**config.mk**
```make
export PLATFORM = sky130hd
export DESIGN_NAME = fifo_wr_arbiter
export DESIGN_NICKNAME = d
export VERILOG_FILES = /design/src/rtl/fifo_wr_arbiter.sv
export SDC_FILE = /design/constraint.sdc
export NUM_CORES = 1
export LEC_CHECK = 0
export CORE_UTILIZATION = 36
export CTS_BUF_LIST = sky130_fd_sc_hd__clkbuf_8 sky130_fd_sc_hd__clkbuf_16
export CTS_CLUSTER_SIZE = 28
export DETAILED_ROUTE_END_ITERATION = 6
export HOLD_SLACK_MARGIN = 0.05
export PLACE_DENSITY = 0.81
export SETUP_SLACK_MARGIN = 0.3
export SYNTH_ARGS = -nofsm -noshare
export SYNTH_HDL_FRONTEND = slang
export SYNTH_SLANG_ARGS = --single-unit
```
**constraint.sdc**
```tcl
create_clock -name wclk -period 1.57 [get_ports wclk]
set_input_delay 0.314 -clock wclk [delete_from_list [all_inputs] [get_ports wclk]]
set_output_delay 0.314 -clock wclk [all_outputs]
set_load 0.05 [all_outputs]
```
**src/rtl/fifo_wr_arbiter.sv**
```systemverilog
// fifo_wr_arbiter
//   Round-robin arbiter sharing one async-FIFO write port between NREQ
//   valid/ready producers in the wclk domain. Each grant carries a burst of
//   up to MAX_BURST beats. Every pushed beat is tagged {src_id, payload} so
//   the read side can demultiplex it. A grant whose owner goes quiet for
//   TIMEOUT cycles is released. FIFO full stalls the burst without losing
//   the grant.
module fifo_wr_arbiter #(
  parameter int NREQ      = 4,
  parameter int DATA_W    = 8,
  parameter int IDW       = 2,
  parameter int MAX_BURST = 4,
  parameter int TIMEOUT   = 8
) (
  input  logic                   wclk,
  input  logic                   rst,
  input  logic [NREQ-1:0]        req_valid,
  input  logic [NREQ*DATA_W-1:0] req_data,
  input  logic [NREQ-1:0]        req_last,
  output logic [NREQ-1:0]        req_ready,
  input  logic                   fifo_full,
  output logic                   fifo_push,
  output logic [IDW+DATA_W-1:0]  fifo_din,
  output logic [NREQ-1:0]        grant,
  output logic                   busy
);

  localparam int BCW = (MAX_BURST > 1) ? $clog2(MAX_BURST) : 1;
  localparam int TCW = (TIMEOUT > 1) ? $clog2(TIMEOUT) : 1;

  typedef enum logic [0:0] {
    S_IDLE  = 1'b0,
    S_BURST = 1'b1
  } state_t;

  state_t          state_q;
  logic [IDW-1:0]  owner_q;
  logic [IDW-1:0]  rr_ptr_q;
  logic [NREQ-1:0] grant_q;
  logic [BCW-1:0]  beat_cnt_q;
  logic [TCW-1:0]  idle_cnt_q;
  logic            busy_q;

  logic            any_valid_s;
  logic [IDW-1:0]  owner_d;
  logic [IDW-1:0]  rr_ptr_d;
  logic            burst_end_s;
  logic            timeout_s;
  logic            release_s;

  // First valid requester at or above ptr, wrapping modulo NREQ.
  function automatic logic [IDW-1:0] rr_pick(input logic [NREQ-1:0] valid,
                                             input logic [IDW-1:0]  ptr);
    logic [IDW-1:0] pick;
    logic           found;
    int             idx;
    pick  = ptr;
    found = 1'b0;
    for (int k = 0; k < NREQ; k++) begin
      idx = (int'(ptr) + k) % NREQ;
      if (!found && valid[idx]) begin
        pick  = IDW'(idx);
        found = 1'b1;
      end else begin
        pick  = pick;
      end
    end
    return pick;
  endfunction

  // Arbitration choice for the next grant and the pointer after the current owner.
  always_comb begin
    any_valid_s = |req_valid;
    owner_d     = rr_pick(req_valid, rr_ptr_q);
    rr_ptr_d    = IDW'((int'(owner_q) + 1) % NREQ);
  end

  // Write-port datapath and handshake, driven from the registered owner.
  always_comb begin
    req_ready = {NREQ{1'b0}};
    fifo_push = 1'b0;
    fifo_din  = {(IDW+DATA_W){1'b0}};
    if (state_q == S_BURST) begin
      req_ready[owner_q] = ~fifo_full;
      fifo_push          = req_valid[owner_q] & ~fifo_full;
      fifo_din           = {owner_q, req_data[int'(owner_q)*DATA_W +: DATA_W]};
    end else begin
      req_ready = {NREQ{1'b0}};
      fifo_push = 1'b0;
      fifo_din  = {(IDW+DATA_W){1'b0}};
    end
  end

  // Grant release: packet end, burst limit, or owner idle too long.
  always_comb begin
    burst_end_s = req_last[owner_q] | (beat_cnt_q == BCW'(MAX_BURST - 1));
    timeout_s   = (idle_cnt_q == TCW'(TIMEOUT - 1));
    release_s   = 1'b0;
    if (state_q == S_BURST) begin
      release_s = (fifo_push & burst_end_s) |
                  (~fifo_full & ~req_valid[owner_q] & timeout_s);
    end else begin
      release_s = 1'b0;
    end
  end

  // Arbiter FSM with registered grant and busy outputs.
  always_ff @(posedge wclk or negedge rst) begin
    if (!rst) begin
      state_q    <= S_IDLE;
      owner_q    <= {IDW{1'b0}};
      rr_ptr_q   <= {IDW{1'b0}};
      grant_q    <= {NREQ{1'b0}};
      beat_cnt_q <= {BCW{1'b0}};
      idle_cnt_q <= {TCW{1'b0}};
      busy_q     <= 1'b0;
    end else begin
      case (state_q)
        S_IDLE: begin
          if (any_valid_s) begin
            state_q    <= S_BURST;
            owner_q    <= owner_d;
            grant_q    <= {{(NREQ-1){1'b0}}, 1'b1} << owner_d;
            beat_cnt_q <= {BCW{1'b0}};
            idle_cnt_q <= {TCW{1'b0}};
            busy_q     <= 1'b1;
          end else begin
            state_q <= S_IDLE;
            grant_q <= {NREQ{1'b0}};
            busy_q  <= 1'b0;
          end
        end
        S_BURST: begin
          if (release_s) begin
            state_q    <= S_IDLE;
            rr_ptr_q   <= rr_ptr_d;
            grant_q    <= {NREQ{1'b0}};
            beat_cnt_q <= {BCW{1'b0}};
            idle_cnt_q <= {TCW{1'b0}};
            busy_q     <= 1'b0;
          end else if (fifo_push) begin
            beat_cnt_q <= beat_cnt_q + BCW'(1);
            idle_cnt_q <= {TCW{1'b0}};
          end else if (!fifo_full) begin
            idle_cnt_q <= idle_cnt_q + TCW'(1);
          end else begin
            // FIFO full: stall with grant and counters frozen
            beat_cnt_q <= beat_cnt_q;
            idle_cnt_q <= idle_cnt_q;
          end
        end
        default: begin
          state_q    <= S_IDLE;
          grant_q    <= {NREQ{1'b0}};
          beat_cnt_q <= {BCW{1'b0}};
          idle_cnt_q <= {TCW{1'b0}};
          busy_q     <= 1'b0;
        end
      endcase
    end
  end

  assign grant = grant_q;
  assign busy  = busy_q;

endmodule

```
After elaboration in Yosys (flattened, before gate mapping)
Index checks and enable logic that the tools add are counted. Widths: inputs -> output; s select.

Register bits: 15. Input port bits: 43. Output and inout port bits: 20. Word-level logic and storage cells: 99.

Add/sub/neg operators: 6. $lt $le $gt $ge: 6. Equal/unequal tests: 6. Shifts and indexed selects: 2. Mux-type cells: 44. Bitwise gates (word level): 13. Reductions and logical operators: 15.

Operators by type and width (count): $shiftx 32x6->8 (1); $mux 1 (18); $bmux 1 s2 (6); $lt 3x4->1 const B (3); $mux 2 (6); $mux 3 (4); $mux 4 (3); $mux 10 (1); $pmux 4 s2 (1); $reduce_and 2->1 (4); $add 2x1->2 const B (3); $lt 2x3->1 const B (2); $pmux 3 s2 (1); $reduce_or 2->1 (3); $add 2x2->2 const B (2); $and 1x1->1 (4); $and 4x4->4 (1); $logic_and 1x1->1 (4); $ne 4x3->1 const B (1); $pmux 1 s2 (2); $pmux 2 s2 (1); $reduce_or 4->1 (1); $shl 1x2->4 const A (1); $add 3x1->3 const B (1); 11 further kinds (18).

Longest topological paths before layout
Word-level depth: 17. Depth in mapped cells: 6. Depth with buffers taken out: 6.

Worst setup path before layout
No wires, ideal clock.

Path type: register to output. From: register owner_q[1]. To: output fifo_din[9]. Data arrival time: 1.619 ns. Required time: 1.256 ns. Slack: -0.363 ns. Stages on the path, launching flop included: 5. Buffers on the path: 2. Cells stage by stage: dfrtp_1 -> buf_4 -> clkbuf_1 -> inv_1 -> nor2_1.

Cells in the longest elaborated chain, start to end: 1.

Ends and longest elaborated chain: from (decl) (line 37) `logic [IDW-1:0] owner_q;`; from (signal assigned) (line 111) `owner_q <= {IDW{1'b0}};`; from (signal assigned) (line 122) `owner_q <= owner_d;`; $mux 10 (line 83) `if (state_q == S_BURST) begin`; to (decl) (line 23) `output logic [IDW+DATA_W-1:0] fifo_din,`.

No other way between the ends.

Worst setup path in the final report
From: register owner_q[0]. To: output fifo_din[7].

Cells in the longest elaborated chain, start to end: 2.

Ends and longest elaborated chain: $shiftx 32x6->8 (line 86) `fifo_din = {owner_q, req_data[int'(owner_q)*DATA_W +: DATA_W]};`; $mux 10 (line 83).

No other way between the ends.

==> impl_metrics.ini <==
[critical_path]
crit_arrival_ns = 1.68
path_max_fanout = 4
crit_path_end_kind = output pin
r2r_slack_ns = -0.39
cp.required_ns = 1.26
crit_type = reg -> out
cp-start-kind = flip-flop

[global_route]
grt_pass1_wl_um = 8930
grt_use_total_pct = 35.1
grt_overflow = 0
grt_pass1_vias = 1717
antenna_found_initial = 0
grt_max_degree = 16

[clock_network]
clockBufferDepth = 2
cts_inserted_buffers = 3
cts-root-buf = clkbuf_8
clk_latency_ns = 0.25
h-tree-depth = 1
clk_pin_slew_ns = 0.06
cts.sinks = 15
cts_tree = built

[pwr]
finalPower_mw = 5.73
leakagePower_nw = 1.23
irDropWorstVdd_v = 0.00119
power.density_nw_per_um2 = 2060

[logic_synthesis]
synth_top_cells_by_count = dfrtp_1 (15), and2_1 (14), nand2_1 (14)
synthFlopType = dfrtp_1
async_reset_ff_share_pct = 100
synth_top_area_cell = dfrtp_1
synth_edf_count = 0
synth_seq_area_share_pct = 30.3
synth_top_area_share_pct = 30.3
synth_nets = 177
ys_ff_latch = 15
netlist_area_um2 = 1240
netlist_instances = 127
yosysUniqueCellTypes = 35
synth.most_common_cell = dfrtp_1
syn_area_per_cell_um2 = 9.74
yosys_warnings = 0
synth_area_leaders = dfrtp_1 (30%), mux4_2 (16%), and2_1 (7.1%)

[placed_design]
port_buffers = 62
dpl.cell_count = 258
hpwl_um = 3620
place_congestion = 0.789

[job]
cap_violations = 0

[detailed_routing]
vias = 1696
drc = 0
drt_first_pass_iters = 4
vias_per_cell = 5.93
ant_nets = 0
drt_first_iter_violations = 84
wl_um = 6600
wl_per_cell_um = 23.1

[die]
dieArea_um2 = 3680
ioPinCount = 63
core_area_um2 = 3150
fp.dieW_um = 60.6
die_h_um = 60.6
num_rows = 20
start_util_pct = 39.2

[layout]
nNetsFinal = 293
seq_area_um2 = 382
drive_above_1_share_pct = 57.4
multi_input_area_um2 = 1030
fillers = 141
diodes = 0
final_cells = 286
area_delta_synth_final_pct = 125

[timing]
max_freq_mhz = 500
maxSlewViolCount = 0
finClkSkew_ns = 0.00841
hold_violations = 0
slew_headroom_pct = 77.2
rsz0062_at_grt = yes
min_period_ns = 2.00
finalSetupViolations = 28
worst_pin_slew_ns = 0.341
min_period_over_period_pct = 127
layout_setup_ws_ns = -0.428
setup_tns_ns = -7.78

[min_path]
worstHoldPathType = in -> async

[outcome]
violations = setup timing
outcome = finished with violations
## sequential cells by signal, indices dropped and copies added, names as in the netlist
signal	cells
owner_q	2
busy	1
rr_ptr_q	2
idle_cnt_q	3
grant	4
beat_cnt_q	2
state_q	1
## path summary, 6_finish.rpt
path	cells after the start	end	start
setup reg to reg	6	rr_ptr_q[0]	owner_q[0]
hold reg to reg	2	idle_cnt_q[0]	idle_cnt_q[0]
hold / removal	2	grant[2]	rst
min in group wclk	2	idle_cnt_q[0]	idle_cnt_q[0]
max in group asynchronous	2	rr_ptr_q[1]	rst
setup / recovery	4	fifo_din[7]	owner_q[0]
## placed cells by master (no fill, tap or decap), types with 2 or more instances in the layout
master / n
clkdlybuf4s50_1: 38
buf_4: 38
buf_6: 15
nand2_1: 14
and2_4: 13
buf_12: 11
dfrtp_1: 10
mux4_2: 9
buf_8: 9
nand3_1: 5
dfrtp_2: 5
nor2_4: 4
mux2i_1: 4
nor2_1: 4
o22ai_1: 4
ha_1: 4
buf_2: 4
nor2b_4: 3
inv_1: 3
nand2b_1: 3
clkbuf_8: 3
nor2b_1: 2
a22o_2: 2
a211oi_2: 2
a21oi_1: 2
or3_4: 2
mux2_4: 2
o211ai_1: 2
o21ai_2: 2
ha_4: 2
## cell families after synthesis
group	count (synthesis)	share of synthesized area, %
compound gates	23	13.1
fa+ha+maj	7	7.08
buf+inv	10	3.64
flops	15	30.3
mux	15	21.4
simple gates	57	24.4
## stage by stage
stage	hold WS (ns)	worst slack [ns]	util, %	cell area [µm²]
after floorplan	0.0184	-0.135	-	1370
after global placement	0.487	-0.444	72.7	2290
after detailed placement	0.528	-0.506	72.7	2290
after CTS	0.374	-0.373	85.6	2700
after global routing	0.412	-0.458	88.3	2790
final	0.371	-0.428	88.3	2790
## repair_timing
action                     4_1_cts  5_1_grt
pin swaps                       22        4
gates resized for setup         73       12
setup endpoints to repair       30       30
buffers inserted                18        5
cloned                           1        0
hold buffers                     0        0
## final cells by class
| type | count | share of cell area [%] |
|---|---|---|
| well taps | 44 | 1.98 |
| repair buffers | 117 | 44.8 |
| clock inverters | 1 | 0.135 |
| inverters | 4 | 0.988 |
| flip-flops and latches | 15 | 13.7 |
| clock buffers | 3 | 1.48 |
| multi-input cells | 102 | 36.9 |
## metal layers
| layer | part of all wire, % | track usage [%] |
|---|---|---|
| met2 | 50 | 68.0 |
| met3 | 10 | 7.68 |
| met4 | 7.5 | 21.4 |
| met5 | 0 | 0 |
| met1 | 32 | 33.2 |
## power breakdown
group          switching, mW  internal, mW  total, mW
clock network          0.138         0.173      0.312
registers              0.227         0.558      0.786
logic                   2.23          2.40       4.63
## worst max-delay path, stage by stage (launching register included)
cell and delay, ns:
dfrtp_2 0.45, buf_6 0.15, mux4_2 0.52, and2_4 0.17, buf_8 0.14
No activity file was read; power rests on OpenSTA's default activity.
